$ cat src/rtl/uart_tx_pkg.sv
// Shared definitions for the UART transmit path: output-mux select codes,
// frame sequencer state encodings and parity-type constants.
package uart_tx_pkg;

  localparam logic [1:0] MUX_START = 2'b00;
  localparam logic [1:0] MUX_STOP  = 2'b01;
  localparam logic [1:0] MUX_DATA  = 2'b10;
  localparam logic [1:0] MUX_PAR   = 2'b11;

  localparam logic PAR_EVEN = 1'b0;
  localparam logic PAR_ODD  = 1'b1;

  typedef enum logic [2:0] {
    ST_IDLE   = 3'd0,
    ST_START  = 3'd1,
    ST_DATA   = 3'd2,
    ST_PARITY = 3'd3,
    ST_STOP   = 3'd4
  } tx_state_t;

  // data_xor is the reduction XOR of the byte; odd parity inverts it.
  function automatic logic parity_bit(input logic data_xor, input logic par_typ);
    return data_xor ^ (par_typ == PAR_ODD);
  endfunction

endpackage

$ cat src/rtl/uart_tx_serializer.sv
// LSB-first shift register with bit counter; ser_done flags the last data bit.
module uart_tx_serializer
  import uart_tx_pkg::*;
#(
  parameter int DATA_WIDTH = 8
) (
  input  logic                  CLK,
  input  logic                  RST,
  input  logic                  load,
  input  logic                  shift_en,
  input  logic [DATA_WIDTH-1:0] load_data,
  output logic                  ser_data,
  output logic                  ser_done
);

  localparam int CNT_W = (DATA_WIDTH > 1) ? $clog2(DATA_WIDTH) : 1;
  localparam logic [CNT_W-1:0] CNT_LAST = CNT_W'(DATA_WIDTH - 1);

  logic [DATA_WIDTH-1:0] shift_reg;
  logic [DATA_WIDTH-1:0] shift_next;
  logic [DATA_WIDTH-1:0] shifted;
  logic [CNT_W-1:0]      cnt_reg;
  logic [CNT_W-1:0]      cnt_next;

  genvar gi;
  generate
    for (gi = 0; gi < DATA_WIDTH; gi++) begin : g_shift
      if (gi == DATA_WIDTH - 1) begin : g_msb
        assign shifted[gi] = 1'b0;
      end else begin : g_low
        assign shifted[gi] = shift_reg[gi+1];
      end
    end
  endgenerate

  assign ser_done = shift_en && (cnt_reg == CNT_LAST);
  assign ser_data = shift_reg[0];

  always_comb begin
    shift_next = shift_reg;
    cnt_next   = cnt_reg;
    if (load) begin
      shift_next = load_data;
      cnt_next   = '0;
    end else if (shift_en) begin
      shift_next = shifted;
      // Wrap to zero on the last bit so the counter is clean for any width.
      cnt_next   = ser_done ? '0 : cnt_reg + 1'b1;
    end
  end

  always_ff @(posedge CLK) begin
    if (!RST) begin
      shift_reg <= '0;
      cnt_reg   <= '0;
    end else begin
      shift_reg <= shift_next;
      cnt_reg   <= cnt_next;
    end
  end

endmodule

$ cat src/rtl/uart_tx_ctrl.sv
// UART transmit frame sequencer: drives the registered output mux through
// start, LSB-first data, optional parity and stop bits, one bit per CLK.
module uart_tx_ctrl
  import uart_tx_pkg::*;
#(
  parameter int DATA_WIDTH = 8
) (
  input  logic                  CLK,
  input  logic                  RST,
  input  logic [DATA_WIDTH-1:0] P_DATA,
  input  logic                  Data_Valid,
  input  logic                  PAR_EN,
  input  logic                  PAR_TYP,
  output logic [1:0]            mux_sel,
  output logic                  ser_data,
  output logic                  par_bit,
  output logic                  busy
);

  tx_state_t state_reg;
  tx_state_t state_next;

  logic par_en_reg;
  logic par_bit_reg;
  logic accept;
  logic shift_en;
  logic ser_bit;
  logic ser_done;

  uart_tx_serializer #(
    .DATA_WIDTH (DATA_WIDTH)
  ) u_serializer (
    .CLK       (CLK),
    .RST       (RST),
    .load      (accept),
    .shift_en  (shift_en),
    .load_data (P_DATA),
    .ser_data  (ser_bit),
    .ser_done  (ser_done)
  );

  always_ff @(posedge CLK) begin
    if (!RST) begin
      state_reg <= ST_IDLE;
    end else begin
      state_reg <= state_next;
    end
  end

  // Configuration is captured only on accept so mid-frame input changes are inert.
  always_ff @(posedge CLK) begin
    if (!RST) begin
      par_en_reg  <= 1'b0;
      par_bit_reg <= 1'b0;
    end else if (accept) begin
      par_en_reg  <= PAR_EN;
      par_bit_reg <= parity_bit(^P_DATA, PAR_TYP);
    end
  end

  always_comb begin
    state_next = ST_IDLE;
    accept     = 1'b0;
    shift_en   = 1'b0;
    mux_sel    = MUX_STOP;
    busy       = 1'b0;
    ser_data   = 1'b0;
    case (state_reg)
      ST_IDLE: begin
        accept     = Data_Valid;
        state_next = Data_Valid ? ST_START : ST_IDLE;
      end
      ST_START: begin
        mux_sel    = MUX_START;
        busy       = 1'b1;
        state_next = ST_DATA;
      end
      ST_DATA: begin
        mux_sel    = MUX_DATA;
        busy       = 1'b1;
        ser_data   = ser_bit;
        shift_en   = 1'b1;
        if (ser_done) begin
          state_next = par_en_reg ? ST_PARITY : ST_STOP;
        end else begin
          state_next = ST_DATA;
        end
      end
      ST_PARITY: begin
        mux_sel    = MUX_PAR;
        busy       = 1'b1;
        state_next = ST_STOP;
      end
      ST_STOP: begin
        // Back-to-back frames: a request on the stop bit skips idle entirely.
        mux_sel    = MUX_STOP;
        busy       = 1'b1;
        accept     = Data_Valid;
        state_next = Data_Valid ? ST_START : ST_IDLE;
      end
      default: begin
        state_next = ST_IDLE;
      end
    endcase
  end

  assign par_bit = par_bit_reg;

endmodule

$ cat config.mk
export PLATFORM = sky130hd
export DESIGN_NAME = uart_tx_ctrl
export DESIGN_NICKNAME = d
export VERILOG_FILES = /design/src/rtl/uart_tx_pkg.sv /design/src/rtl/uart_tx_serializer.sv /design/src/rtl/uart_tx_ctrl.sv
export SDC_FILE = /design/constraint.sdc
export NUM_CORES = 1
export LEC_CHECK = 0
export ABC_AREA = 1
export CORE_MARGIN = 2
export CORE_UTILIZATION = 49
export CTS_CLUSTER_SIZE = 28
export DETAILED_ROUTE_END_ITERATION = 8
export PLACE_DENSITY = 0.88
export SLEW_MARGIN = 15
export SYNTH_ARGS = -nofsm -noshare
export SYNTH_HDL_FRONTEND = slang
export SYNTH_SLANG_ARGS = --single-unit
$ cat constraint.sdc
create_clock -name CLK -period 1.5 [get_ports CLK]
set_clock_uncertainty 0.15 [all_clocks]
set_input_delay 0.3 -clock CLK [delete_from_list [all_inputs] [get_ports CLK]]
set_output_delay 0.3 -clock CLK [all_outputs]
set_load 0.005 [all_outputs]
==> results.toml <==
[clock_tree]
cts_tree = "built"
ctsRootBufferMaster = "clkbuf_4"
cts_buffers = 3
clkSlewWorstSetupHoldPaths_ns = 0.10
cts_sinks = 16
clk_latency_ns = 0.30
htreeDepth = 1
clockBufferDepth = 2

[worst_hold_path]
min_from = "P_DATA[5]"
min_path_type = "in -> reg"
whs_path_depth = 4
worstHoldEndpoint = "u_serializer.shift_reg[5]"

[grt]
grtUsageMet3_pct = 3.922
top_usage_layer = "met2"
antenna_found_initial = 0
grt_usage_pct = 25.38
gr-total-overflow = 0
grt_first_pass_wirelength_mm = 3.877
grt_util_met1_pct = 27.86
first_global_vias = 953
gr-usage-met2_pct = 47.50
grt_max_degree = 11

[synthesis]
ys_seq_elements = 16
avgSynthCellArea_sq_um = 6.728
synth_warnings = 0
ys_seq_area_share_pct = 36.62
synthesis.nets = 145
yosysUniqueCellTypes = 19
syn_inst = 130
syn_area_sq_um = 874.6

[routing]
wl_per_cell_um = 16.63
viasPerCell = 5.566
detailroute.via_count = 1102
detail-route-antenna-nets = 0
drt_first_pass_iters = 4
drc = 0
routed_wl_mm = 3.292
drt_iter0_markers = 39

[floorplanning]
die_w_um = 46.25
initial_core_util_pct = 51.21
core_sq_um = 1708
die_h_um = 46.25
io_pins = 18
die-area_sq_um = 2139
rows = 15

[place]
dp.cells = 183
gp_congestion = 0.7681
io_buffer_count = 17
hpwlAfterDp_mm = 1.600

[worst_setup_path]
critPathArrivalTime_ns = 1.23
required_ns = 1.05
slowest_delay_ns = 0.39
crit_chain = "nor2_4, nor2_1, nand2_1, nand3_1, buf_2"
critical_path_class = "reg -> out"
cp_slowest_cell = "dfxtp_4"
cp-start-kind = "flip-flop"
endpoint_kind = "output port"
reg2regPathDepth = 9
r2r_end = "u_serializer.shift_reg[3]"
r2r-start = "state_reg[0]"
reg2reg_slack_ns = -0.16
critPathMaxFanout = 3

[job]
drv_cap = 0

[final_layout]
drive_gt1_share_pct = 43.35
area_delta_synth_final_pct = 72.82
nets = 189
n_fill_cell = 78
stdcell_count = 198
final_common_cell = "nand2_1"
final_cell_mix = "nand2_1, inv_1, buf_4"
diodes = 0
largest_register_ff_count = 8

[timing]
setup_viol = 20
worst_slew_pin_slew_ns = 0.4678
setup_tns_ns = -2.088
fin_crit_ns = 1.683
slew_viol_final = 0
rsz0062_at_grt = "yes"
finalCritPeriodShare_pct = 112.2
layout_setup_ws_ns = -0.1835
hold_viol_final = 0
slew_headroom_pct = 68.49
fmax_mhz = 594.0

[outcome]
status = "complete, but fails checks"
violations = "negative setup slack"

[power]
comb_power_share_pct = 36.0
p_sw_mw = 0.4248
swShare_pct = 33.80
clkPwrFrac_pct = 23.7
ir_worst_vdd_uv = 530.7
static-leakage-power_nw = 0.7275
powerDensity_nw_per_um2 = 831.6
pwr-share-seq_pct = 40.3
intPower_mw = 0.8321
## synthesized netlist by cell type (all sizes together)
cell type / number / area [sq um]
o21ai: 18 / 90.09
xor2: 1 / 8.760
inv: 20 / 75.07
o211a: 1 / 10.01
ha: 2 / 25.02
a211oi: 2 / 25.02
nor3: 1 / 5.000
a21oi: 12 / 60.06
nor2: 12 / 47.55
nand3: 6 / 35.03
buf: 4 / 31.27
nand2: 35 / 141.4
dfxtp: 16 / 320.3
## cell type report
class | count | area, sq um | area share (%)
multi-input cells | 91 | 628.1 | 41.56
repair buffers | 42 | 402.9 | 26.66
flip-flops and latches | 16 | 332.8 | 22.02
clock buffers | 4 | 36.28 | 2.401
well taps | 25 | 31.28 | 2.070
inverters | 20 | 80.08 | 5.298
## worst max-delay path: cells and delay by family (launching register included)
family	cells	cell delay [ns]
AND/OR/NAND/NOR	4	0.41
flip-flops	1	0.39
buffers and inverters	1	0.14
## routing by layer
metal,wire (um),vias up
met5,0,-
met4,125,0
met3,231,16
met2,1743,72
met1,1192,510
li1,-,504
## worst max path at each step
stage / start / to / slack (ns) / depth (start not counted)
6_report: state_reg[0] / busy / -0.18 / 5
5_1_grt: state_reg[0] / busy / -0.25 / 5
4_1_cts: state_reg[0] / busy / -0.07 / 5
3_5_place_dp: P_DATA[2] / par_bit / -0.25 / 11
3_3_place_gp: state_reg[2] / busy / -0.12 / 5
2_1_floorplan: u_serializer.cnt_reg[0] / state_reg[2] / 0.24 / 8
## metrics by stage
stage          total power, mW  utilization, %  cell area, sq um  setup slack [ns]  hold slack, ns
6_report                 1.257           88.50              1511           -0.1835          0.2744
5_1_grt                  1.311           88.50              1511           -0.2511          0.3000
4_1_cts                  1.091           75.53              1290          -0.06665          0.3291
3_5_place_dp            0.7726           67.77              1157           -0.2484          0.3161
3_3_place_gp            0.7546           67.77              1157           -0.1173          0.2977
2_1_floorplan           0.6421               -             874.6            0.2411          0.2815
## repair_timing
action                                  4_1_cts  5_1_grt
cloned                                        0        3
hold buffers                                  0        0
buffers inserted                              7        3
endpoints found under the setup margin        5       17
resized for setup                            38       54
pin swaps                                     3        9
## power by group through the flow
stage          clock, mW  sequential (mW)  combinational [mW]
2_1_floorplan          0            0.488               0.154
3_3_place_gp           0            0.491               0.264
3_5_place_dp           0            0.493               0.279
4_1_cts            0.284            0.490               0.316
5_1_grt            0.317            0.508               0.486
6_report           0.297            0.507               0.453
## cell families (layout without fill, tap and decap cells)
kind of cell | after synthesis | count (layout) | synth area share, %
AOI/OAI and AO/OA | 33 | 33 | 21.17
DFF | 16 | 16 | 36.62
buffers and inverters | 24 | 66 | 12.16
adders and majority gates | 2 | 2 | 2.861
and+or+nand+nor | 54 | 55 | 26.18
xor gates and xnor gates | 1 | 1 | 1.002
Power figures use the tool's default switching activity.
